<file path="src/rtl/datapath_pkg.sv">
`default_nettype none
// ============================================================================
// Module      : datapath_pkg
// Description : Shared opcode encodings, sequencer state encoding and widths
//               for the single-bus execution unit.
// Revision    : 1.0 - initial release
// ============================================================================
package datapath_pkg;

    localparam int OP_W    = 5;
    localparam int STATE_W = 3;

    // Opcode encodings; everything above OP_MUL is illegal.
    localparam logic [OP_W-1:0] OP_ADD = 5'd0;
    localparam logic [OP_W-1:0] OP_SUB = 5'd1;
    localparam logic [OP_W-1:0] OP_AND = 5'd2;
    localparam logic [OP_W-1:0] OP_OR  = 5'd3;
    localparam logic [OP_W-1:0] OP_SHL = 5'd4;
    localparam logic [OP_W-1:0] OP_SHR = 5'd5;
    localparam logic [OP_W-1:0] OP_NOT = 5'd6;
    localparam logic [OP_W-1:0] OP_NEG = 5'd7;
    localparam logic [OP_W-1:0] OP_MUL = 5'd8;

    // Sequencer T-states.
    localparam logic [STATE_W-1:0] S_IDLE = 3'd0;
    localparam logic [STATE_W-1:0] S_TY   = 3'd1;
    localparam logic [STATE_W-1:0] S_TZ   = 3'd2;
    localparam logic [STATE_W-1:0] S_TWB  = 3'd3;
    localparam logic [STATE_W-1:0] S_THI  = 3'd4;

endpackage : datapath_pkg
`default_nettype wire

</file>
<file path="src/rtl/bus_alu.sv">
`default_nettype none
// ============================================================================
// Module      : bus_alu
// Description : Combinational ALU for the single-bus datapath. Produces a
//               double-width result (full signed product for MUL, upper half
//               zero otherwise) and flags opcodes outside the legal set.
// Revision    : 1.0 - initial release
// ============================================================================
module bus_alu
    import datapath_pkg::*;
#(
    parameter int DATA_W = 32
) (
    input  logic [DATA_W-1:0]   a_i,
    input  logic [DATA_W-1:0]   b_i,
    input  logic [OP_W-1:0]     op_i,
    output logic [2*DATA_W-1:0] result_o,
    output logic                illegal_o
);

    localparam int SH_W = $clog2(DATA_W);

    logic [SH_W-1:0]     w_shamt;
    logic [2*DATA_W-1:0] w_prod;
    logic [DATA_W-1:0]   w_lo;
    logic                w_is_mul;

    // Shift distance uses only the low bits of B, so large B values wrap.
    assign w_shamt = b_i[SH_W-1:0];

    // Sign-extend both operands to full width so the low 2*DATA_W bits of the
    // unsigned product equal the signed product.
    assign w_prod = {{DATA_W{a_i[DATA_W-1]}}, a_i} * {{DATA_W{b_i[DATA_W-1]}}, b_i};

    // Opcode decode and single-width result selection.
    always_comb begin
        w_lo      = '0;
        w_is_mul  = 1'b0;
        illegal_o = 1'b0;
        case (op_i)
            OP_ADD:  w_lo = a_i + b_i;
            OP_SUB:  w_lo = a_i - b_i;
            OP_AND:  w_lo = a_i & b_i;
            OP_OR:   w_lo = a_i | b_i;
            OP_SHL:  w_lo = a_i << w_shamt;
            OP_SHR:  w_lo = a_i >> w_shamt;
            OP_NOT:  w_lo = ~b_i;
            OP_NEG:  w_lo = '0 - b_i;
            OP_MUL:  w_is_mul = 1'b1;
            default: illegal_o = 1'b1;
        endcase
    end

    assign result_o = w_is_mul ? w_prod : {{DATA_W{1'b0}}, w_lo};

endmodule : bus_alu
`default_nettype wire

</file>
<file path="src/rtl/bus_exec_unit.sv">
`default_nettype none
// ============================================================================
// Module      : bus_exec_unit
// Description : Self-timed single-bus execution unit. Register file, Y/Z
//               operand latches, HI/LO and the ALU share one internal bus; a
//               T-state sequencer executes ra <- rb op rc per accepted start.
// Revision    : 1.0 - initial release
// ============================================================================
module bus_exec_unit
    import datapath_pkg::*;
#(
    parameter int DATA_W   = 32,
    parameter int NUM_REGS = 16,
    parameter bit ZERO_R0  = 1'b0,
    localparam int IDX_W   = $clog2(NUM_REGS)
) (
    input  logic              clk,
    input  logic              clr,
    input  logic              start,
    output logic              ready,
    input  logic [OP_W-1:0]   op,
    input  logic [IDX_W-1:0]  ra,
    input  logic [IDX_W-1:0]  rb,
    input  logic [IDX_W-1:0]  rc,
    output logic              done,
    output logic              err,
    input  logic              ld_en,
    input  logic [IDX_W-1:0]  ld_addr,
    input  logic [DATA_W-1:0] ld_data,
    input  logic [IDX_W-1:0]  rd_addr,
    output logic [DATA_W-1:0] rd_data,
    output logic [DATA_W-1:0] bus_data,
    output logic [DATA_W-1:0] hi_data,
    output logic [DATA_W-1:0] lo_data
);

    logic [STATE_W-1:0]  state_q, state_d;
    logic [OP_W-1:0]     op_q;
    logic [IDX_W-1:0]    ra_q, rb_q, rc_q;
    logic [DATA_W-1:0]   regs_q [NUM_REGS];
    logic [DATA_W-1:0]   y_q, hi_q, lo_q;
    logic [2*DATA_W-1:0] z_q;
    logic                done_q, err_q;

    logic [DATA_W-1:0]   w_bus;
    logic [DATA_W-1:0]   w_rb_val, w_rc_val;
    logic [OP_W-1:0]     w_alu_op;
    logic [2*DATA_W-1:0] w_alu_res;
    logic                w_alu_illegal;
    logic                w_idle, w_accept, w_is_mul;
    logic                w_we;
    logic [IDX_W-1:0]    w_waddr;
    logic [DATA_W-1:0]   w_wdata;

    assign w_idle   = (state_q == S_IDLE);
    assign w_accept = w_idle && start;
    assign w_is_mul = (op_q == OP_MUL);

    // R0 reads as zero when hardwired; otherwise a plain array read.
    assign w_rb_val = (ZERO_R0 && rb_q == '0)    ? '0 : regs_q[rb_q];
    assign w_rc_val = (ZERO_R0 && rc_q == '0)    ? '0 : regs_q[rc_q];
    assign rd_data  = (ZERO_R0 && rd_addr == '0) ? '0 : regs_q[rd_addr];

    // In IDLE the ALU decodes the incoming opcode so legality is known at
    // acceptance; afterwards it works on the latched opcode.
    assign w_alu_op = w_idle ? op : op_q;

    bus_alu #(
        .DATA_W (DATA_W)
    ) u_alu (
        .a_i       (y_q),
        .b_i       (w_bus),
        .op_i      (w_alu_op),
        .result_o  (w_alu_res),
        .illegal_o (w_alu_illegal)
    );

    // Sequencer state register.
    always_ff @(posedge clk) begin
        if (clr) state_q <= S_IDLE;
        else     state_q <= state_d;
    end

    // Sequencer next-state logic; illegal opcodes never leave IDLE.
    always_comb begin
        state_d = state_q;
        case (state_q)
            S_IDLE:  if (start && !w_alu_illegal) state_d = S_TY;
            S_TY:    state_d = S_TZ;
            S_TZ:    state_d = S_TWB;
            S_TWB:   state_d = w_is_mul ? S_THI : S_IDLE;
            S_THI:   state_d = S_IDLE;
            default: state_d = S_IDLE;
        endcase
    end

    // Sequencer outputs: handshake and bus source selection.
    always_comb begin
        ready = 1'b0;
        w_bus = '0;
        case (state_q)
            S_IDLE:  ready = 1'b1;
            S_TY:    w_bus = w_rb_val;
            S_TZ:    w_bus = w_rc_val;
            S_TWB:   w_bus = z_q[DATA_W-1:0];
            S_THI:   w_bus = z_q[2*DATA_W-1:DATA_W];
            default: w_bus = '0;
        endcase
    end

    // Single register-file write port shared by direct load and writeback.
    always_comb begin
        w_we    = 1'b0;
        w_waddr = '0;
        w_wdata = '0;
        if (w_idle && ld_en) begin
            w_we    = 1'b1;
            w_waddr = ld_addr;
            w_wdata = ld_data;
        end else if (state_q == S_TWB && !w_is_mul) begin
            w_we    = 1'b1;
            w_waddr = ra_q;
            w_wdata = w_bus;
        end
        if (ZERO_R0 && w_waddr == '0) w_we = 1'b0;
    end

    // Register file storage.
    always_ff @(posedge clk) begin
        if (clr) begin
            for (int i = 0; i < NUM_REGS; i++) regs_q[i] <= '0;
        end else if (w_we) begin
            regs_q[w_waddr] <= w_wdata;
        end
    end

    // Instruction fields are captured only at acceptance.
    always_ff @(posedge clk) begin
        if (clr) begin
            op_q <= '0;
            ra_q <= '0;
            rb_q <= '0;
            rc_q <= '0;
        end else if (w_accept) begin
            op_q <= op;
            ra_q <= ra;
            rb_q <= rb;
            rc_q <= rc;
        end
    end

    // Operand and result latches loaded from the bus in their T-states.
    always_ff @(posedge clk) begin
        if (clr) begin
            y_q  <= '0;
            z_q  <= '0;
            lo_q <= '0;
            hi_q <= '0;
        end else begin
            if (state_q == S_TY)               y_q  <= w_bus;
            if (state_q == S_TZ)               z_q  <= w_alu_res;
            if (state_q == S_TWB && w_is_mul)  lo_q <= w_bus;
            if (state_q == S_THI)              hi_q <= w_bus;
        end
    end

    // Completion flags, registered so they pulse in the first IDLE cycle.
    always_ff @(posedge clk) begin
        if (clr) begin
            done_q <= 1'b0;
            err_q  <= 1'b0;
        end else begin
            done_q <= (w_accept && w_alu_illegal)
                    || (state_q == S_TWB && !w_is_mul)
                    || (state_q == S_THI);
            err_q  <= w_accept && w_alu_illegal;
        end
    end

    assign done     = done_q;
    assign err      = err_q;
    assign bus_data = w_bus;
    assign hi_data  = hi_q;
    assign lo_data  = lo_q;

endmodule : bus_exec_unit
`default_nettype wire

</file>
<file path="config.mk">
export PLATFORM = sky130hd
export DESIGN_NAME = bus_exec_unit
export DESIGN_NICKNAME = d
export VERILOG_FILES = /design/src/rtl/datapath_pkg.sv /design/src/rtl/bus_alu.sv /design/src/rtl/bus_exec_unit.sv
export SDC_FILE = /design/constraint.sdc
export NUM_CORES = 2
export LEC_CHECK = 0
export BUFFER_PORTS_ARGS = -buffer_cell sky130_fd_sc_hd__buf_4
export CORE_ASPECT_RATIO = 0.9
export CORE_MARGIN = 2
export CORE_UTILIZATION = 35
export CTS_BUF_LIST = sky130_fd_sc_hd__clkbuf_4
export CTS_CLUSTER_DIAMETER = 200
export DETAILED_ROUTE_END_ITERATION = 7
export PLACE_DENSITY = 0.53
export SETUP_SLACK_MARGIN = 0.02
export SYNTH_ARGS = -nofsm -noshare
export SYNTH_HDL_FRONTEND = slang
export SYNTH_SLANG_ARGS = --single-unit
</file>
<file path="constraint.sdc">
create_clock -name clk -period 32.5 [get_ports clk]
set_input_delay 1.625 -clock clk [delete_from_list [all_inputs] [get_ports clk]]
set_output_delay 1.625 -clock clk [all_outputs]
set_load 0.05 [all_outputs]
</file>
Word-level counts from Yosys, hierarchy flattened --
Memory sizes are Yosys's and may differ from the RTL's. A register that Yosys moved wholly into a read port is not among the register bits. Cells that the tools add are included.
Word-level totals: bits in registers 182, memory bits (writable) 512, bits of input ports 61, logic and storage cells 76, memories kept 1
Memories:
- regs_q | depth 16, width 32, rd ports 3, clocked after memory_dff 2, write ports 16, RTL line bus_exec_unit.sv:40 | logic [DATA_W-1:0] regs_q [NUM_REGS];
Cells by class: add/subtract/negate cells 3, $mul 1, equal/unequal tests 14, shift-type cells 2, multiplexer cells 28, bitwise operators 3, reductions and logical operators 13
Operators by type and width (number):
- 32-bit one-hot mux with 8 select lines | 1
- 32-bit one-hot mux with 4 select lines | 1
- 32-bit 2-to-1 mux | 3
- 32-bit by 32-bit multiplier with 64-bit output | 1
- 64-bit 2-to-1 mux | 1
- 32-bit adder | 1
- 32-bit bitwise AND | 1
- 32-bit NOT | 1
- 32-bit OR | 1
- 32-bit OR reduction | 1
- 32-bit by 5-bit << shifter with 32-bit output | 1
- 32-bit by 5-bit right shift with 32-bit output | 1
- 1-bit by 32-bit subtractor with 32-bit output, first input constant | 1
- 32-bit subtractor | 1
- 4-bit 2-to-1 mux | 7
- 5-bit by 3-bit equality test with 1-bit output, second input constant | 4
- 3-bit one-hot mux with 4 select lines | 1
- 1-bit 2-to-1 mux | 11
- 5-bit by 2-bit equality test with 1-bit output, second input constant | 2
- 5-bit by 4-bit equality test with 1-bit output, second input constant | 2
- 9-bit OR reduction | 1
- 3-bit by 2-bit equality test with 1-bit output, second input constant | 2
- 1-bit logical AND | 6
- 3-bit 2-to-1 mux | 2
- other kinds (9) | 10

Longest topological paths before layout --
depth in word-level cells 10, depth in mapped cells 41, depth with buffers taken out 33

Modules after synthesis --
Synthesis repeated with hierarchy kept, for this count alone.
Second synthesis, totals: cell total of the unflattened synthesis 8589, area total of the unflattened synthesis 81931.1 um^2
Modules (own cells, without submodules):
- bus_alu | instances 1, cells each 5185, area an instance 43254.0 um^2, sequential area each 0.0 um^2
- bus_exec_unit | instances 1, cells each 3404, area an instance 38677.1 um^2, sequential area each 19178.4 um^2

Worst setup path before layout --
No wires, ideal clock.
path type register to register, start point reg (tool-made name), end point reg z_q[56], library setup time 0.117 ns, arrival 10.287 ns, required time 32.383 ns, slack 22.097 ns, stages on the path, launching flop included 37, buffers on the path 8, cells stage by stage dfxtp_1 > buf_2 > buf_6 > buf_2 > buf_2 > buf_2 > mux4_2 > mux4_2 > nand2_1 > nand4_1 > buf_2 > buf_1 > nand2_1 > fa_1 > fa_1 > inv_1 > fa_1 > fa_1 > inv_1 > fa_1 > inv_1 > fa_1 > inv_1 > fa_1 > inv_1 > fa_1 > ha_1 > clkbuf_1 > a21o_1 > a21oi_1 > nor2b_1 > or4_1 > nor2b_1 > a211o_1 > a21oi_1 > xnor2_1 > a22o_1
RTL lines:
- end signal, assigned | RTL line bus_exec_unit.sv:161 | if (state_q == S_TZ) z_q <= w_alu_res;
- end, declared | RTL line bus_exec_unit.sv:42 | logic [2*DATA_W-1:0] z_q;

==> results by group <==
Drt
  • Routed vias: 64600
  • DR WL/cell: a little over 30 um
  • First-iteration detailed-routing DRC count: 7914
  • DRT Pass-1 Iters: 8
  • Vias/cell: between 5 and 6
  • ANT nets after route: 0
  • Drt drc: 3
  • Final WL: 338 mm

Clock tree
  • Post-CTS Setup Bufs: 0
  • Cts hold-fix bufs: 0
  • CTS Buffer Depth: 3
  • Clock Root Buffer: clkbuf_4
  • Post_cts resized: 0
  • Worst-path clk slew: 60 ps
  • TritonCTS Buffers: between 150 and 200
  • H-tree Lvls: 4
  • Clock latency on the worst-skew pair: roughly 1400 ps
  • CTS tree: yes
  • Clock sink count: between 700 and 800

STA
  • Finish-stage setup viols: 0
  • RSZ-0062 raised after global routing: false
  • Fmax: 75.4 MHz
  • Rel. slew slack: 0.120
  • Setup WS post-layout: between 15000 and 20000 ps
  • Minimum clock period: 13260 ps
  • Hold WS: 450 ps
  • Clock skew: 248 ps
  • Fin crit share: 0.408
  • Final Hold Fails: 0
  • Least-Margin Pin Slew: roughly 1300 ps
  • Slew Limit Fails: 0
  • Setup TNS: 0 ps

Layout
  • Post-layout util: 0.385
  • Syn-to-layout area delta: 9.14%
  • Post-layout net count: just over 9000
  • Fraction of layout cells with a size suffix above 1: 0.162

Setup path
  • Reg2reg setup slack: roughly 19000 ps
  • Reg2Reg Depth: 33
  • Nature of the critical path startpoint: flop
  • Worst EP required: 33630 ps
  • Critical Path Max Stage Delay: 1000 ps
  • Nature of the critical path endpoint: flop
  • Crit-path slowest cell: fa_1
  • Kind of critical path: flop to flop
  • CP arrival: 14390 ps
  • R2r endpoint: z_q[57]
  • Crit Path Max Fanout: 41
  • Worst Setup EP: z_q[57]
  • Most used cell, CP: fa_1

Placement
  • Pre-CTS WS: 19520 ps
  • Buffers added on ports: 191
  • HPWL after DPL: between 200 and 250 mm
  • Gp weighted congestion: roughly 1

Synth
  • Synth area leaders: fa_1, edfxtp_1, mux4_2
  • Yosys top cell area share: 0.273
  • Synthesized area: slightly below 0.08 sq mm
  • Ys Warns: 0
  • Syn_area_per_cell: 10.2 sq um
  • Syn Inst Count: 7795
  • Sequential area share after synthesis: 0.241
  • Syn_nets: about 9200
  • Post-synth EDFFs: 512
  • Yosys cell types: 86
  • Yosys reg bits: 702
  • Post-synth top cells: nor2_1, fa_1, inv_1
  • Post-synth ARST share: 0
  • Count leader, synth: nor2_1
  • Dominant synthesized flop cell: edfxtp_1
  • Area leader, netlist: fa_1

Die
  • Cell Rows: between 150 and 200
  • DIE WIDTH: 506 um
  • Die area: 0.231 sq mm
  • Initial Util: 0.353
  • I/O Pins: 192
  • Core Region: 0.225 sq mm
  • DIE HEIGHT: about 460 um

Global routing
  • Largest net degree at the start of global routing: 100
  • GRT Residual Overflow: 0
  • Initial antenna violation count: 24
  • Vias in the first global route: 66400
  • Global-route wire length before repair: 483 mm
  • GR Util All Layers: 0.290

Power
  • VDD IR-drop max: 29.1 uV
  • Power per standard cell area: 30.4 mW/mm^2
  • Lkg Pwr: 36.3 nW

Outcome
  • Failing checks: DRC
  • Status: finished, violations left

Job
  • Max-Cap Viols: 0

Worst hold path
  • HP Class: flop to flop
==> final cells by class <==
class                           count  area, sq um
Sequential cell                   702        19200
Inverter                         1104         4140
Multi-Input combinational cell   5427        54100
Antenna cell                       15         37.5
Fill cell                       22300       138000
Tap cell                         3006         3760
Clock inverter                     56          334
Clock buffer                      289         2170
Timing Repair Buffer              405         3080
==> worst min-delay path by stage <==
stage	startpoint	to	slack (ps)	cells past startpoint
after CTS	rb_q[3]	flop	450	2
after global placement	rc_q[3]	flop	440	2
after detailed placement	rc_q[2]	flop	440	2
final	rb_q[3]	flop	450	2
after floorplan	z_q[52]	z_q[52]	430	2
after global routing	rb_q[3]	flop	480	2
==> state kept, by name (all words and copies together), names as in the netlist, named ones only <==
name	flops
rc_q	4
state_q	3
y_q	32
rb_q	4
err	1
op_q	5
hi_data	32
lo_data	32
done	1
regs_q	512
ra_q	4
z_q	64
==> placed cells by master, fill, tap and decap left out, types with 20 or more instances in the layout <==
cell,n
a211oi_1,75
a21o_1,65
a21oi_1,303
a221oi_1,41
a22o_1,21
a22oi_1,67
and3_1,24
buf_4,401
clkbuf_4,289
clkinv_1,57
dfxtp_1,183
edfxtp_1,512
fa_1,1084
ha_1,281
inv_1,1075
mux2i_1,68
mux4_2,470
nand2_1,877
nand3_1,43
nand4_1,41
nor2_1,1263
nor3_1,47
o211ai_1,20
o21ai_0,133
o21bai_1,21
o22ai_1,29
xnor2_1,80
xor2_1,41
==> power by group <==
group	internal [W]	switching, W	leakage [nW]	total (W)
Clock	0.000413	0.000452	1.48	0.000864
Sequential	0.000993	0.0000319	6.83	0.00103
Combinational	0.000251	0.000500	28.0	0.000750
Total	0.00166	0.000983	36.3	0.00264
==> critical path: cells and delay by family (launching register included) <==
kind / cells / cell delay (ps)
DFF: 1 / 920
buffers and inverters: 9 / 2460
and+or+nand+nor: 3 / 1280
adders and majority gates: 9 / 4740
xor gates and xnor gates: 1 / 160
muxes: 2 / 1150
AOI/OAI and AO/OA: 9 / 2350
==> cells by family after synthesis <==
family / after synthesis / synth area share
buffers and inverters: 1666 / 0.0817
AND/OR/NAND/NOR: 2437 / 0.124
XOR/XNOR: 121 / 0.0133
multiplexers: 557 / 0.144
AO/OA/AOI/OAI: 947 / 0.0786
adder cells (fa/ha/maj): 1365 / 0.317
flip-flops: 702 / 0.241
==> per-stage QoR <==
step	area, sq um	power [W]	cells
floorplan	79500	0.00149	7795
global placement	84200	0.00177	10600
detailed placement	84200	0.00177	10600
CTS	86700	0.00263	11000
global route	86800	0.00272	11000
finish	86800	0.00264	11000
==> per-layer routing <==
layer | global-route usage | share of wire | routed length, um | vias to the layer above
met4 | 0.143 | 0.059 | 19900 | 34
met2 | 0.439 | 0.44 | 149000 | 4083
met3 | 0.0701 | 0.11 | 37800 | 889
li1 | - | - | - | 26200
met5 | 0 | 0.00071 | 241 | -
met1 | 0.388 | 0.39 | 131000 | 33400
No activity file was read; power rests on OpenSTA's default activity.
